File: src/rtl/vga_tmds_encoder_if.sv
// vga_tmds_encoder_if: VGA pixel/sync input bus and TMDS symbol output bus
interface vga_tmds_encoder_if;
   logic [3:0] vga_r, vga_g, vga_b;
   logic       vga_hs, vga_vs;
   logic [9:0] tmds_r, tmds_g, tmds_b;
   logic       de_out;
   modport master (output vga_r, vga_g, vga_b, vga_hs, vga_vs, input tmds_r, tmds_g, tmds_b, de_out);
   modport slave (input vga_r, vga_g, vga_b, vga_hs, vga_vs, output tmds_r, tmds_g, tmds_b, de_out);
endinterface

File: src/rtl/vga_tmds_encoder.sv
// vga_tmds_encoder: recovers DE from VGA sync timing and DVI-encodes RGB into three 10-bit TMDS symbols
module vga_tmds_encoder #(
   parameter int H_START  = 112,
   parameter int H_ACTIVE = 512,
   parameter int V_START  = 34,
   parameter int V_ACTIVE = 480
) (
   input logic clk,
   input logic reset,
   vga_tmds_encoder_if.slave bus
);
   localparam logic [10:0] h_lo = 11'(H_START);
   localparam logic [10:0] h_hi = 11'(H_START + H_ACTIVE);
   localparam logic [10:0] v_lo = 11'(V_START);
   localparam logic [10:0] v_hi = 11'(V_START + V_ACTIVE);
   function automatic logic [9:0] token(input logic [1:0] c);
      return c == 2'b00 ? 10'b1101010100 : c == 2'b01 ? 10'b0010101011 :
             c == 2'b10 ? 10'b0101010100 : 10'b1010101011;
   endfunction
   function automatic logic [8:0] min_trans(input logic [7:0] d);
      logic x;
      logic [8:0] q;
      x = $countones(d) > 4 || ($countones(d) == 4 && !d[0]);
      q = {~x, 7'd0, d[0]};
      for (int i = 1; i < 8; i++) q[i] = x ? ~(q[i-1] ^ d[i]) : q[i-1] ^ d[i];
      return q;
   endfunction
   logic [3:0] r0, g0, b0;
   logic hs_d, vs_d, locked, h_fall, v_fall, de0;
   logic [9:0] h_cnt, v_cnt;
   logic [2:0][8:0] qm;
   logic de1, hs1, vs1, de2;
   assign h_fall = hs_d & ~bus.vga_hs;
   assign v_fall = vs_d & ~bus.vga_vs;
   assign de0 = locked && {1'b0, h_cnt} >= h_lo && {1'b0, h_cnt} < h_hi &&
                {1'b0, v_cnt} >= v_lo && {1'b0, v_cnt} < v_hi;
   // stage 0: capture pins and track position relative to the latest sync falling edges
   always_ff @(posedge clk or posedge reset)
      if (reset) begin
         {r0, g0, b0} <= '0;
         hs_d <= 1'b1;
         vs_d <= 1'b1;
         h_cnt <= '0;
         v_cnt <= '0;
         locked <= 1'b0;
      end else begin
         {r0, g0, b0} <= {bus.vga_r, bus.vga_g, bus.vga_b};
         hs_d <= bus.vga_hs;
         vs_d <= bus.vga_vs;
         h_cnt <= h_fall ? '0 : h_cnt + 10'(h_cnt != '1);
         v_cnt <= v_fall ? '0 : v_cnt + 10'(h_fall && v_cnt != '1);
         locked <= locked | v_fall;
      end
   // stage 1: transition-minimise each expanded colour byte, syncs and DE ride along
   always_ff @(posedge clk or posedge reset)
      if (reset) begin
         qm <= '0;
         {de1, hs1, vs1} <= '0;
      end else begin
         qm <= {min_trans({r0, r0}), min_trans({g0, g0}), min_trans({b0, b0})};
         {de1, hs1, vs1} <= {de0, hs_d, vs_d};
      end
   // stage 2: DE delayed to line up with the balanced symbols
   always_ff @(posedge clk or posedge reset)
      if (reset) de2 <= 1'b0;
      else de2 <= de1;
   for (genvar c = 0; c < 3; c++) begin : g_ch
      logic [9:0] sym, sym_nx;
      logic signed [4:0] cnt, cnt_nx, diff;
      logic q8;
      logic [7:0] q;
      assign {q8, q} = qm[c];
      assign diff = 5'(2 * $countones(q) - 8);
      // DC balance: pick the polarity that pulls the running disparity back toward zero
      always_comb begin
         sym_nx = {~q8, q8, q8 ? q : ~q};
         cnt_nx = q8 ? cnt + diff : cnt - diff;
         if (!de1) begin
            sym_nx = token(c == 0 ? {vs1, hs1} : 2'b00);
            cnt_nx = '0;
         end else if (cnt != 5'sd0 && diff != 5'sd0) begin
            if ((cnt > 5'sd0) == (diff > 5'sd0)) begin
               sym_nx = {1'b1, q8, ~q};
               cnt_nx = cnt + 5'({q8, 1'b0}) - diff;
            end else begin
               sym_nx = {1'b0, q8, q};
               cnt_nx = cnt - 5'({~q8, 1'b0}) + diff;
            end
         end
      end
      // symbol and disparity registers
      always_ff @(posedge clk or posedge reset)
         if (reset) begin
            sym <= 10'b1101010100;
            cnt <= '0;
         end else begin
            sym <= sym_nx;
            cnt <= cnt_nx;
         end
   end
   assign bus.tmds_r = g_ch[2].sym;
   assign bus.tmds_g = g_ch[1].sym;
   assign bus.tmds_b = g_ch[0].sym;
   assign bus.de_out = de2;
endmodule

File: src/flat_wrapper.sv
// flat-port wrapper written by rule: the top's interface ports become plain ports
module vga_tmds_encoder_flat 
#(
   parameter int H_START  = 112,
   parameter int H_ACTIVE = 512,
   parameter int V_START  = 34,
   parameter int V_ACTIVE = 480
)
  (clk, reset, bus_vga_r, bus_vga_g, bus_vga_b, bus_vga_hs, bus_vga_vs, bus_tmds_r, bus_tmds_g, bus_tmds_b, bus_de_out);
  vga_tmds_encoder_if bus_i ();
  input logic clk;
  input logic reset;
  input wire logic [$bits(bus_i.vga_r)-1:0] bus_vga_r;
  input wire logic [$bits(bus_i.vga_g)-1:0] bus_vga_g;
  input wire logic [$bits(bus_i.vga_b)-1:0] bus_vga_b;
  input wire logic [$bits(bus_i.vga_hs)-1:0] bus_vga_hs;
  input wire logic [$bits(bus_i.vga_vs)-1:0] bus_vga_vs;
  output wire logic [$bits(bus_i.tmds_r)-1:0] bus_tmds_r;
  output wire logic [$bits(bus_i.tmds_g)-1:0] bus_tmds_g;
  output wire logic [$bits(bus_i.tmds_b)-1:0] bus_tmds_b;
  output wire logic [$bits(bus_i.de_out)-1:0] bus_de_out;
  assign bus_i.vga_r = bus_vga_r;
  assign bus_i.vga_g = bus_vga_g;
  assign bus_i.vga_b = bus_vga_b;
  assign bus_i.vga_hs = bus_vga_hs;
  assign bus_i.vga_vs = bus_vga_vs;
  assign bus_tmds_r = bus_i.tmds_r;
  assign bus_tmds_g = bus_i.tmds_g;
  assign bus_tmds_b = bus_i.tmds_b;
  assign bus_de_out = bus_i.de_out;
  vga_tmds_encoder #(.H_START(H_START), .H_ACTIVE(H_ACTIVE), .V_START(V_START), .V_ACTIVE(V_ACTIVE)) u_core (.clk(clk), .reset(reset), .bus(bus_i));
endmodule
File: config.mk
export PLATFORM = sky130hd
export DESIGN_NAME = vga_tmds_encoder_flat
export DESIGN_NICKNAME = d
export VERILOG_FILES = /design/src/rtl/vga_tmds_encoder_if.sv /design/src/rtl/vga_tmds_encoder.sv /design/src/flat_wrapper.sv
export SDC_FILE = /design/constraint.sdc
export NUM_CORES = 1
export LEC_CHECK = 0
export BUFFER_PORTS_ARGS = -buffer_cell sky130_fd_sc_hd__buf_4
export CAP_MARGIN = 5
export CORE_MARGIN = 2
export CORE_UTILIZATION = 55
export CTS_BUF_LIST = sky130_fd_sc_hd__clkbuf_4 sky130_fd_sc_hd__clkbuf_8
export CTS_CLUSTER_SIZE = 24
export DETAILED_ROUTE_END_ITERATION = 6
export GPL_ROUTABILITY_DRIVEN = 0
export PLACE_DENSITY_LB_ADDON = 0.25
export SLEW_MARGIN = 20
export SYNTH_ARGS = -nofsm -noshare
export SYNTH_HDL_FRONTEND = slang
export SYNTH_SLANG_ARGS = --single-unit
File: constraint.sdc
create_clock -name clk -period 4.2 [get_ports clk]
set_clock_uncertainty 0.15 [all_clocks]
set_input_delay 0.42 -clock clk [delete_from_list [all_inputs] [get_ports clk]]
set_output_delay 0.42 -clock clk [all_outputs]
set_load 0.02 [all_outputs]
==> flow_metrics.env <==
export IMPL_grt_start_max_net_pins=80
export IMPL_relSlewSlack_pct=37.3
export IMPL_critical_path_top_delay_family="adder cells"
export IMPL_ant_nets=0
export IMPL_status="completed"
export IMPL_crit_path_cell_trace="ha_2 > inv_1 > fa_2 > fa_1 > inv_1 > ha_1 > inv_1 > fa_2 > inv_4 > xnor2_1 > ha_1 > a21oi_2 > xnor2_1 > xnor2_1 > and2_1 > a211oi_1"
export IMPL_r2r_cells=16
export IMPL_worstSetupPathDepth=16
export IMPL_clock_latency_ps=370
export IMPL_synth_area_leader_cell="dfrtp_1"
export IMPL_setup_viol=0
export IMPL_maxCapViolCount=0
export IMPL_async_flop_share_pct=100
export IMPL_die_area_um2=13300
export IMPL_hold_viol_final=0
export IMPL_worst_pin_slew_ps=941
export IMPL_synth_warnings=0
export IMPL_antenna_found_initial=0
export IMPL_grt_ovfl_total=0
export IMPL_synth_edff_count=0
export IMPL_synth_most_common_cell="inv_1"
export IMPL_synth_top_area_share_pct=33.4
export IMPL_diodes=0
export IMPL_clock_fmax_mhz=248
export IMPL_min_period_over_period_pct=96.1
export IMPL_io_pins=47
export IMPL_grt_pass1_wl_um=20600
export IMPL_syn_inst=626
export IMPL_nets=821
export IMPL_worstHoldPathType="in2async"
export IMPL_htreeDepth=3
export IMPL_vias_per_cell=5.01
export IMPL_whs_ps=96.0
export IMPL_worstPathRequired_ps=4350
export IMPL_grt_total_usage_pct=19.7
export IMPL_min_period_ps=4040
export IMPL_row_count=40
export IMPL_synth_cell_type_count=46
export IMPL_cts_root_buffer_cell="clkbuf_8"
export IMPL_ys_seq_elements=108
export IMPL_critical_path_arrival_ps=4180
export IMPL_drt_initial_drc_count=205
export IMPL_worstSetupPathType="reg2reg"
export IMPL_core_um2=12100
export IMPL_syn2layout_area_growth_pct=16.2
export IMPL_place_hpwl_um=9180
export IMPL_synthTopCellsByArea="dfrtp_1, ha_1, fa_1, xnor2_1, dfstp_2"
export IMPL_start_util_pct=56.5
export IMPL_cts_sinks=108
export IMPL_cp_slowest_cell="fa_2"
export IMPL_numPortBuffers=46
export IMPL_die_w_um=115
export IMPL_start_kind="flip-flop"
export IMPL_clkSlewWorstSetupHoldPaths_ps=100
export IMPL_synth_commonest_cells="inv_1, dfrtp_1, ha_1"
export IMPL_critPathMaxStageDelay_ps=650
export IMPL_crit_path_max_fanout=5
export IMPL_final_core_util_pct=65.7
export IMPL_critPathBufInv=4
export IMPL_drc=0
export IMPL_grt_pass1_vias=4614
export IMPL_syn_num_nets=745
export IMPL_cts_buffers=9
export IMPL_drive_gt1_share_pct=18.8
export IMPL_synth_top_flop_cell="dfrtp_1"
export IMPL_cts_tree="yes"
export IMPL_fp_dieH_um=115
export IMPL_cp_end_kind="flip-flop"
export IMPL_post_route_cell_area_um2=7920
export IMPL_wl_per_cell_um=13.9
export IMPL_rsz0062_at_grt="yes"
export IMPL_wirelength_um=12200
export IMPL_synthesis_area_um2=6810
export IMPL_drt_pass1_iter_count=4
export IMPL_finalMaxSlewViolations=0
export IMPL_tns_ps=0
export IMPL_avgSynthCellArea_um2=10.9
export IMPL_place_area_um2=7360
export IMPL_clock_path_buffers=2
export IMPL_vias=4385
export IMPL_seq_area_frac_synth_pct=40.0
cell families after synthesis:
family | after synthesis | synth area share (%)
compound gates | 78 | 7.97
xor+xnor | 102 | 13.2
fa+ha+maj | 103 | 22.2
buf+inv | 105 | 5.90
flops | 108 | 40.0
mux | 13 | 1.98
simple gates | 117 | 8.72
flip-flops by register name, indices dropped and copies added, names as in the netlist, 3 cells and up:
name	count
u_core.b0	4
u_core.bus.tmds_b	10
u_core.bus.tmds_g	10
u_core.bus.tmds_r	10
u_core.g0	4
u_core.g_ch.cnt	12
u_core.g_ch.q	24
u_core.g_ch.q8	3
u_core.h_cnt	10
u_core.r0	4
u_core.v_cnt	10
stage by stage:
stage,worst slack (ps),instances
floorplan,132,626
global placement,76.5,834
detailed placement,-49.7,834
CTS,19.5,864
global route,-67.1,875
finish,162,875
timing repair:
action,CTS,global route
hold buffers,14,0
pin swaps,1,12
gates cloned,0,1
gates resized for setup,4,28
endpoints found under the hold margin,14,0
endpoints found under the setup margin,8,25
buffers inserted,0,10
area by class of cell:
| cell class | instances | area [um2] |
|---|---|---|
| flip-flops and latches | 108 | 2720 |
| clock buffers | 12 | 153 |
| inverters | 94 | 358 |
| repair buffers | 75 | 598 |
| multi-input cells | 414 | 3840 |
| clock inverters | 4 | 32.5 |
| fillers | 945 | 4140 |
| well taps | 168 | 210 |
cell usage in the layout, fill, tap and decap left out, drive strengths merged, types with 3 or more instances in the layout:
| cell | n |
|---|---|
| o22ai | 3 |
| mux2i | 9 |
| dfrtp | 91 |
| nand3b | 3 |
| or3 | 6 |
| a21oi | 20 |
| nor2 | 23 |
| ha | 73 |
| xnor2 | 56 |
| and2 | 14 |
| fa | 30 |
| clkbuf | 12 |
| and3 | 3 |
| dlygate4sd3 | 14 |
| inv | 95 |
| nand2b | 4 |
| nor3 | 5 |
| a211oi | 4 |
| nand2 | 31 |
| o21ai | 14 |
| dfstp | 17 |
| buf | 61 |
| a31oi | 3 |
| nand3 | 7 |
| o211a | 5 |
| a21o | 16 |
| mux2 | 5 |
| xor2 | 46 |
| nand4 | 4 |
| a22oi | 3 |
| nor2b | 12 |
routing by layer:
| layer | part of all wire (%) | global-route usage (%) | wire length [um] |
|---|---|---|---|
| met2 | 49 | 32.9 | 6000 |
| met3 | 2.8 | 2.90 | 335 |
| met4 | 2.2 | 8.92 | 264 |
| met5 | 0 | 0 | 0 |
| met1 | 46 | 25.7 | 5570 |
path summary, 6_finish.rpt:
kind / from / endpoint / slack [ps]
setup reg to reg: u_core.g_ch[0].q[7] / u_core.g_ch[0].cnt[4] / 160
max in group asynchronous: reset / u_core.bus.tmds_r[6] / 2830
min in group clk: u_core.hs_d / u_core.hs1 / 270
setup / recovery: u_core.g_ch[0].q[7] / u_core.g_ch[0].cnt[4] / 160
hold reg to reg: u_core.hs_d / u_core.hs1 / 270
hold / removal: reset / u_core.v_cnt[3] / 100
Power is left out: the tool's default activity adds up to more than one toggle a clock period on the data nets, which glitch-free logic cannot reach.
